`src/rtl/matrix_pkg.sv`:
```
// ============================================================================
//  Module : matrix_pkg
//  Shared geometry constants and display state encodings for the 5x7 matrix.
//  Rev    : 1.0
// ============================================================================
`default_nettype none

package matrix_pkg;

    localparam int MATRIX_COLS = 5;
    localparam int MATRIX_ROWS = 7;
    localparam int COL_W       = 3;

    localparam logic [MATRIX_ROWS-1:0] ROW_OFF  = 7'b1111111;
    localparam logic [COL_W-1:0]       COL_LAST = 3'd4;
    localparam logic [COL_W-1:0]       COL_ONE  = 3'd1;

    typedef enum logic [1:0] {
        DISP_IDLE  = 2'd0,
        DISP_BLANK = 2'd1,
        DISP_DRIVE = 2'd2
    } disp_state_t;

    function automatic logic [MATRIX_COLS-1:0] col_onehot(input logic [COL_W-1:0] col);
        logic [MATRIX_COLS-1:0] oh;
        oh = '0;
        for (int i = 0; i < MATRIX_COLS; i++) begin
            if (col == COL_W'(i)) begin
                oh[i] = 1'b1;
            end
        end
        return oh;
    endfunction

endpackage

`default_nettype wire

```
`src/rtl/matrix_slot_timer.sv`:
```
// ============================================================================
//  Module : matrix_slot_timer
//  Column slot counter; strobes the last blank cycle and the last slot cycle.
//  Rev    : 1.0
// ============================================================================
`default_nettype none

module matrix_slot_timer #(
    parameter int DIV   = 50000,
    parameter int BLANK = 500
) (
    input  logic clock,
    input  logic reset_n,
    input  logic clear,
    output logic blank_done,
    output logic slot_done
);

    localparam int            CW           = (DIV > 1) ? $clog2(DIV) : 1;
    localparam logic [CW-1:0] C_SLOT_LAST  = CW'(DIV - 1);
    localparam logic [CW-1:0] C_BLANK_LAST = CW'(BLANK - 1);
    localparam logic [CW-1:0] C_ONE        = CW'(1);

    logic [CW-1:0] cnt_q;
    logic [CW-1:0] cnt_d;

    always_comb begin
        cnt_d = cnt_q + C_ONE;
        if (clear || (cnt_q == C_SLOT_LAST)) begin
            cnt_d = '0;
        end
    end

    always_ff @(posedge clock or negedge reset_n) begin
        if (!reset_n) begin
            cnt_q <= '0;
        end else begin
            cnt_q <= cnt_d;
        end
    end

    // Strobes are suppressed while cleared so a parked scanner never advances.
    assign blank_done = !clear && (cnt_q == C_BLANK_LAST);
    assign slot_done  = !clear && (cnt_q == C_SLOT_LAST);

endmodule

`default_nettype wire

```
`src/rtl/matrix_scan_controller.sv`:
```
// ============================================================================
//  Module : matrix_scan_controller
//  Column-multiplexed 5x7 LED scanner with frame-boundary latch and blink.
//  Rev    : 1.0
// ============================================================================
`default_nettype none

module matrix_scan_controller
    import matrix_pkg::*;
#(
    parameter int DIV          = 50000,
    parameter int BLANK        = 500,
    parameter int BLINK_FRAMES = 100
) (
    input  logic       clock,
    input  logic       reset_n,
    input  logic       enable,
    input  logic       blink,
    input  logic [6:0] column_4,
    input  logic [6:0] column_3,
    input  logic [6:0] column_2,
    input  logic [6:0] column_1,
    input  logic [6:0] column_0,
    output logic [6:0] rows,
    output logic [4:0] col_en,
    output logic       frame_done
);

    localparam int            FW      = (BLINK_FRAMES > 1) ? $clog2(BLINK_FRAMES) : 1;
    localparam logic [FW-1:0] C_FLAST = FW'(BLINK_FRAMES - 1);
    localparam logic [FW-1:0] C_FONE  = FW'(1);

    typedef logic [MATRIX_COLS-1:0][MATRIX_ROWS-1:0] image_t;

    disp_state_t            state_q, state_d;
    logic [COL_W-1:0]       col_q, col_d;
    image_t                 img_q, img_d;
    logic                   blink_q, blink_d;
    logic                   phase_on_q, phase_on_d;
    logic [FW-1:0]          fcnt_q, fcnt_d;
    logic [MATRIX_ROWS-1:0] rows_q, rows_d;
    logic [MATRIX_COLS-1:0] col_en_q, col_en_d;
    logic                   frame_done_q, frame_done_d;

    image_t w_image;
    logic   w_timer_clear;
    logic   w_blank_done;
    logic   w_slot_done;

    assign w_image       = {column_4, column_3, column_2, column_1, column_0};
    assign w_timer_clear = !enable || (state_q == DISP_IDLE);

    matrix_slot_timer #(
        .DIV   (DIV),
        .BLANK (BLANK)
    ) u_slot_timer (
        .clock      (clock),
        .reset_n    (reset_n),
        .clear      (w_timer_clear),
        .blank_done (w_blank_done),
        .slot_done  (w_slot_done)
    );

    always_comb begin
        state_d      = state_q;
        col_d        = col_q;
        img_d        = img_q;
        blink_d      = blink_q;
        phase_on_d   = phase_on_q;
        fcnt_d       = fcnt_q;
        frame_done_d = 1'b0;
        rows_d       = ROW_OFF;
        col_en_d     = '0;

        if (!blink_q) begin
            phase_on_d = 1'b1;
            fcnt_d     = '0;
        end

        if (!enable) begin
            state_d    = DISP_IDLE;
            col_d      = COL_LAST;
            phase_on_d = 1'b1;
            fcnt_d     = '0;
        end else begin
            case (state_q)
                DISP_IDLE: begin
                    img_d   = w_image;
                    blink_d = blink;
                    col_d   = COL_LAST;
                    state_d = DISP_BLANK;
                end
                DISP_BLANK: begin
                    if (w_blank_done) begin
                        state_d = DISP_DRIVE;
                    end
                end
                DISP_DRIVE: begin
                    if (w_slot_done) begin
                        state_d = DISP_BLANK;
                        if (col_q != '0) begin
                            col_d = col_q - COL_ONE;
                        end else begin
                            // Frame boundary: the blink count belongs to the frame just shown.
                            frame_done_d = 1'b1;
                            col_d        = COL_LAST;
                            img_d        = w_image;
                            blink_d      = blink;
                            if (blink_q) begin
                                if (fcnt_q == C_FLAST) begin
                                    fcnt_d     = '0;
                                    phase_on_d = !phase_on_q;
                                end else begin
                                    fcnt_d = fcnt_q + C_FONE;
                                end
                            end
                        end
                    end
                end
                default: begin
                    state_d = DISP_IDLE;
                    col_d   = COL_LAST;
                end
            endcase
        end

        if (state_d == DISP_DRIVE) begin
            col_en_d = col_onehot(col_d);
            if (phase_on_d) begin
                rows_d = img_d[col_d];
            end
        end
    end

    always_ff @(posedge clock or negedge reset_n) begin
        if (!reset_n) begin
            state_q      <= DISP_IDLE;
            col_q        <= COL_LAST;
            img_q        <= {MATRIX_COLS{ROW_OFF}};
            blink_q      <= 1'b0;
            phase_on_q   <= 1'b1;
            fcnt_q       <= '0;
            rows_q       <= ROW_OFF;
            col_en_q     <= '0;
            frame_done_q <= 1'b0;
        end else begin
            state_q      <= state_d;
            col_q        <= col_d;
            img_q        <= img_d;
            blink_q      <= blink_d;
            phase_on_q   <= phase_on_d;
            fcnt_q       <= fcnt_d;
            rows_q       <= rows_d;
            col_en_q     <= col_en_d;
            frame_done_q <= frame_done_d;
        end
    end

    assign rows       = rows_q;
    assign col_en     = col_en_q;
    assign frame_done = frame_done_q;

endmodule

`default_nettype wire

```
`config.mk`:
```
export PLATFORM = sky130hd
export DESIGN_NAME = matrix_scan_controller
export DESIGN_NICKNAME = d
export VERILOG_FILES = /design/src/rtl/matrix_pkg.sv /design/src/rtl/matrix_slot_timer.sv /design/src/rtl/matrix_scan_controller.sv
export SDC_FILE = /design/constraint.sdc
export NUM_CORES = 1
export LEC_CHECK = 0
export ABC_AREA = 0
export ABC_CLOCK_PERIOD_IN_PS = 2600
export CAP_MARGIN = 20
export CORE_MARGIN = 2
export CORE_UTILIZATION = 25
export DETAILED_ROUTE_END_ITERATION = 12
export DONT_BUFFER_PORTS = 1
export PLACE_DENSITY = 0.39
export SYNTH_ARGS = -nofsm -noshare
export SYNTH_HDL_FRONTEND = slang
export SYNTH_HIERARCHICAL = 1
export SYNTH_SLANG_ARGS = --single-unit
```
`constraint.sdc`:
```
create_clock -name clock -period 2.6 [get_ports clock]
set_input_delay 0.39 -clock clock [delete_from_list [all_inputs] [get_ports clock]]
set_output_delay 0.39 -clock clock [all_outputs]
set_load 0.005 [all_outputs]
```
==> results by group <==
Worst setup path
  • Worst EP required: 2.85 ns
  • CP max stage delay: 0.43 ns
  • Crit path DAT: 2.79 ns
  • Worst Path Max Fanout: 5
  • Setup crit start kind: flop
  • Kind of critical path: flop to flop
  • CP max stage cell: a222oi_1
  • CP Launch Point: u_slot_timer/cnt_q[1]$_DFF_PN0_
  • Worst-path cell chain: ha_4, nand3_4, nor4_4, and4b_2, nor4b_4, buf_6, o21ai_4, a22o_1, a222oi_1, o211ai_1
  • CP endpoint kind: flop
  • Critical register-to-register path startpoint: u_slot_timer/cnt_q[1]$_DFF_PN0_

Global routing
  • Vias in the first global route: 3013
  • Total grt overflow: 0
  • Antenna violations before repair: 0
  • Total GRT Usage: 0.1311
  • First-pass GRT wire length: 16420 µm
  • Largest net degree at the start of global routing: 79

STA
  • Final setup fails: 0
  • Worst rel slew slack: 0.6967
  • RSZ-0062 raised after global routing: true
  • Endpoints failing hold: 0
  • Fin crit share: 0.9775
  • Worst-Margin Slew: 0.4486 ns
  • Post-route worst setup slack: 0.05851 ns
  • Clock period minus worst slack: 2.541 ns
  • Max Slew Vio Count: 0
  • Fmax: 393.5 MHz
  • Skew final: 0.006853 ns

Pwr
  • Worst vdd ir: 0.0003289 V
  • Tot Pwr: 3.052 mW
  • PwrDens: 592.5 nW/µm²
  • LEAKAGE: 2.018 nW

Logic synthesis
  • Number of synthesized register bits: 78
  • Synth cell types: 58
  • Cells after Synth: 346
  • Register area share after synthesis: 0.5189
  • YS warnings: 6
  • Dominant cell type by area after synthesis: dfstp_2
  • Post-synth top area share: 0.2989
  • EDFF count, synth: 0
  • Syn Nets: 391
  • Synth area leaders: dfstp_2 30%, dfrtp_1 22%, a22o_1 5.0%
  • Post-synth ARST share: 1.000
  • Synth Flop Type: dfstp_2
  • Synth Area per Inst: 11.18 µm²
  • Commonest cells post-synth: 44 x dfstp_2, 44 x nor2_1, 34 x dfrtp_1
  • Post-Syn Area: 3867 µm²

Clocking
  • Clock transition at path regs: 0.06 ns
  • CTS HTree Levels: 3
  • Root Buffer: clkbuf_16
  • CTS max path bufs: 2
  • Later-pin clock latency in the skew report: 0.34 ns
  • Sink Count: 78
  • TritonCTS Buffers: 9
  • CTS tree: done

Drt
  • Routed Antenna Nets: 0
  • WL final: 10440 µm
  • Via Count: 2859
  • Drt pass-1 iters: 4
  • Drt wl/cell: 17.17 µm
  • First-iteration detailed-routing DRC count: 100
  • DRC viols: 0
  • DR vias/cell: 4.702

Hold path
  • Hold_sp: enable
  • Worst Hold Class: input pin to flop

Final layout
  • Synth-to-layout area growth: 33.19%
  • Fillcell total: 1475
  • Register area: 2007 µm²
  • Antenna Cells: 0
  • Share of cells above drive strength 1: 0.4738
  • Final nets: 460
  • Multi-input gate area: 1949 µm²
  • Final core utilization: 0.3401

Job
  • Max Cap Viol: 0

Floorplanning
  • Core Region: 15150 µm²
  • Die area: 16480 µm²
  • FP Rows: 45
  • Initial Utilization: 0.2553
  • Die X: 128.4 µm
  • Die height: 128.4 µm
  • Top-Level Pins: 52

Placed design
  • GP Congestion: 0.7515
  • Pre-CTS WS: -0.3257 ns
  • DP Wirelength: 6934 µm
  • Port bufs: 0

Run status
  • Status: complete, no violations
layout by cell type, fill, tap and decap left out, types with 3 or more instances in the layout:
| master | synthesis | final |
|---|---|---|
| buf_4 | 1 | 63 |
| dfstp_2 | 44 | 44 |
| nor2_1 | 44 | 42 |
| dfrtp_1 | 34 | 34 |
| a22o_1 | 22 | 22 |
| nand2_1 | 15 | 15 |
| xnor2_1 | 14 | 14 |
| a22o_2 | 12 | 11 |
| nand3_1 | 12 | 10 |
| clkbuf_16 | 0 | 10 |
| a21oi_1 | 13 | 8 |
| nor3b_2 | 0 | 8 |
| o21ai_0 | 10 | 7 |
| inv_1 | 8 | 6 |
| o21ai_1 | 5 | 6 |
| nor4_2 | 5 | 6 |
| nor2_2 | 3 | 5 |
| a21oi_2 | 0 | 5 |
| o311ai_1 | 6 | 5 |
| nor3b_1 | 13 | 5 |
| nor2b_1 | 4 | 4 |
| nor3_1 | 7 | 4 |
| ha_1 | 6 | 4 |
| o21ai_2 | 1 | 3 |
| a21o_1 | 3 | 3 |
| nand3_4 | 2 | 3 |
| and3_1 | 3 | 3 |
| nor3_2 | 0 | 3 |
| o21ai_4 | 1 | 3 |
| buf_12 | 0 | 3 |
power by group:
group          switching [mW]  internal [mW]  total [mW]
Combinational           0.166          0.159       0.325
Sequential             0.0299           1.35        1.38
Clock                   0.517          0.830        1.35
Total                   0.712           2.34        3.05
registers in the layout, summed over array words and instances, names as in the netlist, 2 cells and up:
register / cells
img_q: 35
state_q: 2
col_q: 3
fcnt_q: 7
u_slot_timer/cnt_q: 16
rows: 7
col_en: 5
kinds of logic after synthesis:
family | count (synthesis) | share of synthesized area
AO/OA/AOI/OAI | 82 | 0.1637
XOR/XNOR | 15 | 0.03397
adder cells (fa/ha/maj) | 6 | 0.01941
buffers and inverters | 25 | 0.03850
flip-flops | 78 | 0.5189
multiplexers | 3 | 0.008088
AND/OR/NAND/NOR | 137 | 0.2174
what timing repair did:
action                     in CTS  in global routing
buffers inserted                3                  8
pin swaps                       4                 11
gates cloned                    0                  3
hold endpoints to repair       78                  0
hold buffers                    2                  0
setup endpoints to repair       7                 16
resized for setup              12                 40
worst max-delay path, delay by kind of cell (launching register included):
| family | cells | cell delay (ns) |
|---|---|---|
| AO/OA/AOI/OAI | 4 | 0.94 |
| AND/OR/NAND/NOR | 4 | 0.77 |
| flip-flops | 1 | 0.40 |
| buffers and inverters | 1 | 0.17 |
| adder cells (fa/ha/maj) | 1 | 0.17 |
path summary, 6_finish.rpt:
check / end / slack [ns] / cells after the start
max: rows[6]$_DFF_PN1_ / 0.06 / 10
min: fcnt_q[0]$_DFF_PN0_ / 0.18 / 1
max reg2reg: rows[6]$_DFF_PN1_ / 0.06 / 10
min reg2reg: img_q[34]$_DFF_PN1_ / 0.48 / 2
max in group asynchronous: img_q[24]$_DFF_PN1_ / 1.65 / 2
min in group asynchronous: u_slot_timer/cnt_q[10]$_DFF_PN0_ / 0.60 / 2
area by class of cell:
type,instances,share of cell area
sequential,78,0.3896
multi-input combinational,246,0.3784
timing repair buffer,71,0.1180
clock buffer,12,0.05198
tap,188,0.04566
clock inverter,4,0.009716
inverter,9,0.006558
routing by layer:
layer | track usage | vias up | part of all wire
met5 | 0 | - | 0
met4 | 0.03555 | 0 | 0.010
met3 | 0.05239 | 7 | 0.052
met2 | 0.1937 | 45 | 0.46
met1 | 0.1784 | 1411 | 0.48
li1 | - | 1396 | -
through the flow:
step | setup TNS (ns) | std cells | hold WS [ns] | area [µm²]
floorplan | 0 | 346 | 0.09441 | 3870
global placement | -1.005 | 576 | 0.09992 | 4463
detailed placement | -1.675 | 576 | 0.09934 | 4463
CTS | 0 | 597 | 0.1623 | 4903
global route | -0.4542 | 608 | 0.1606 | 5151
finish | 0 | 608 | 0.1776 | 5151
Power figures use the tool's default switching activity.
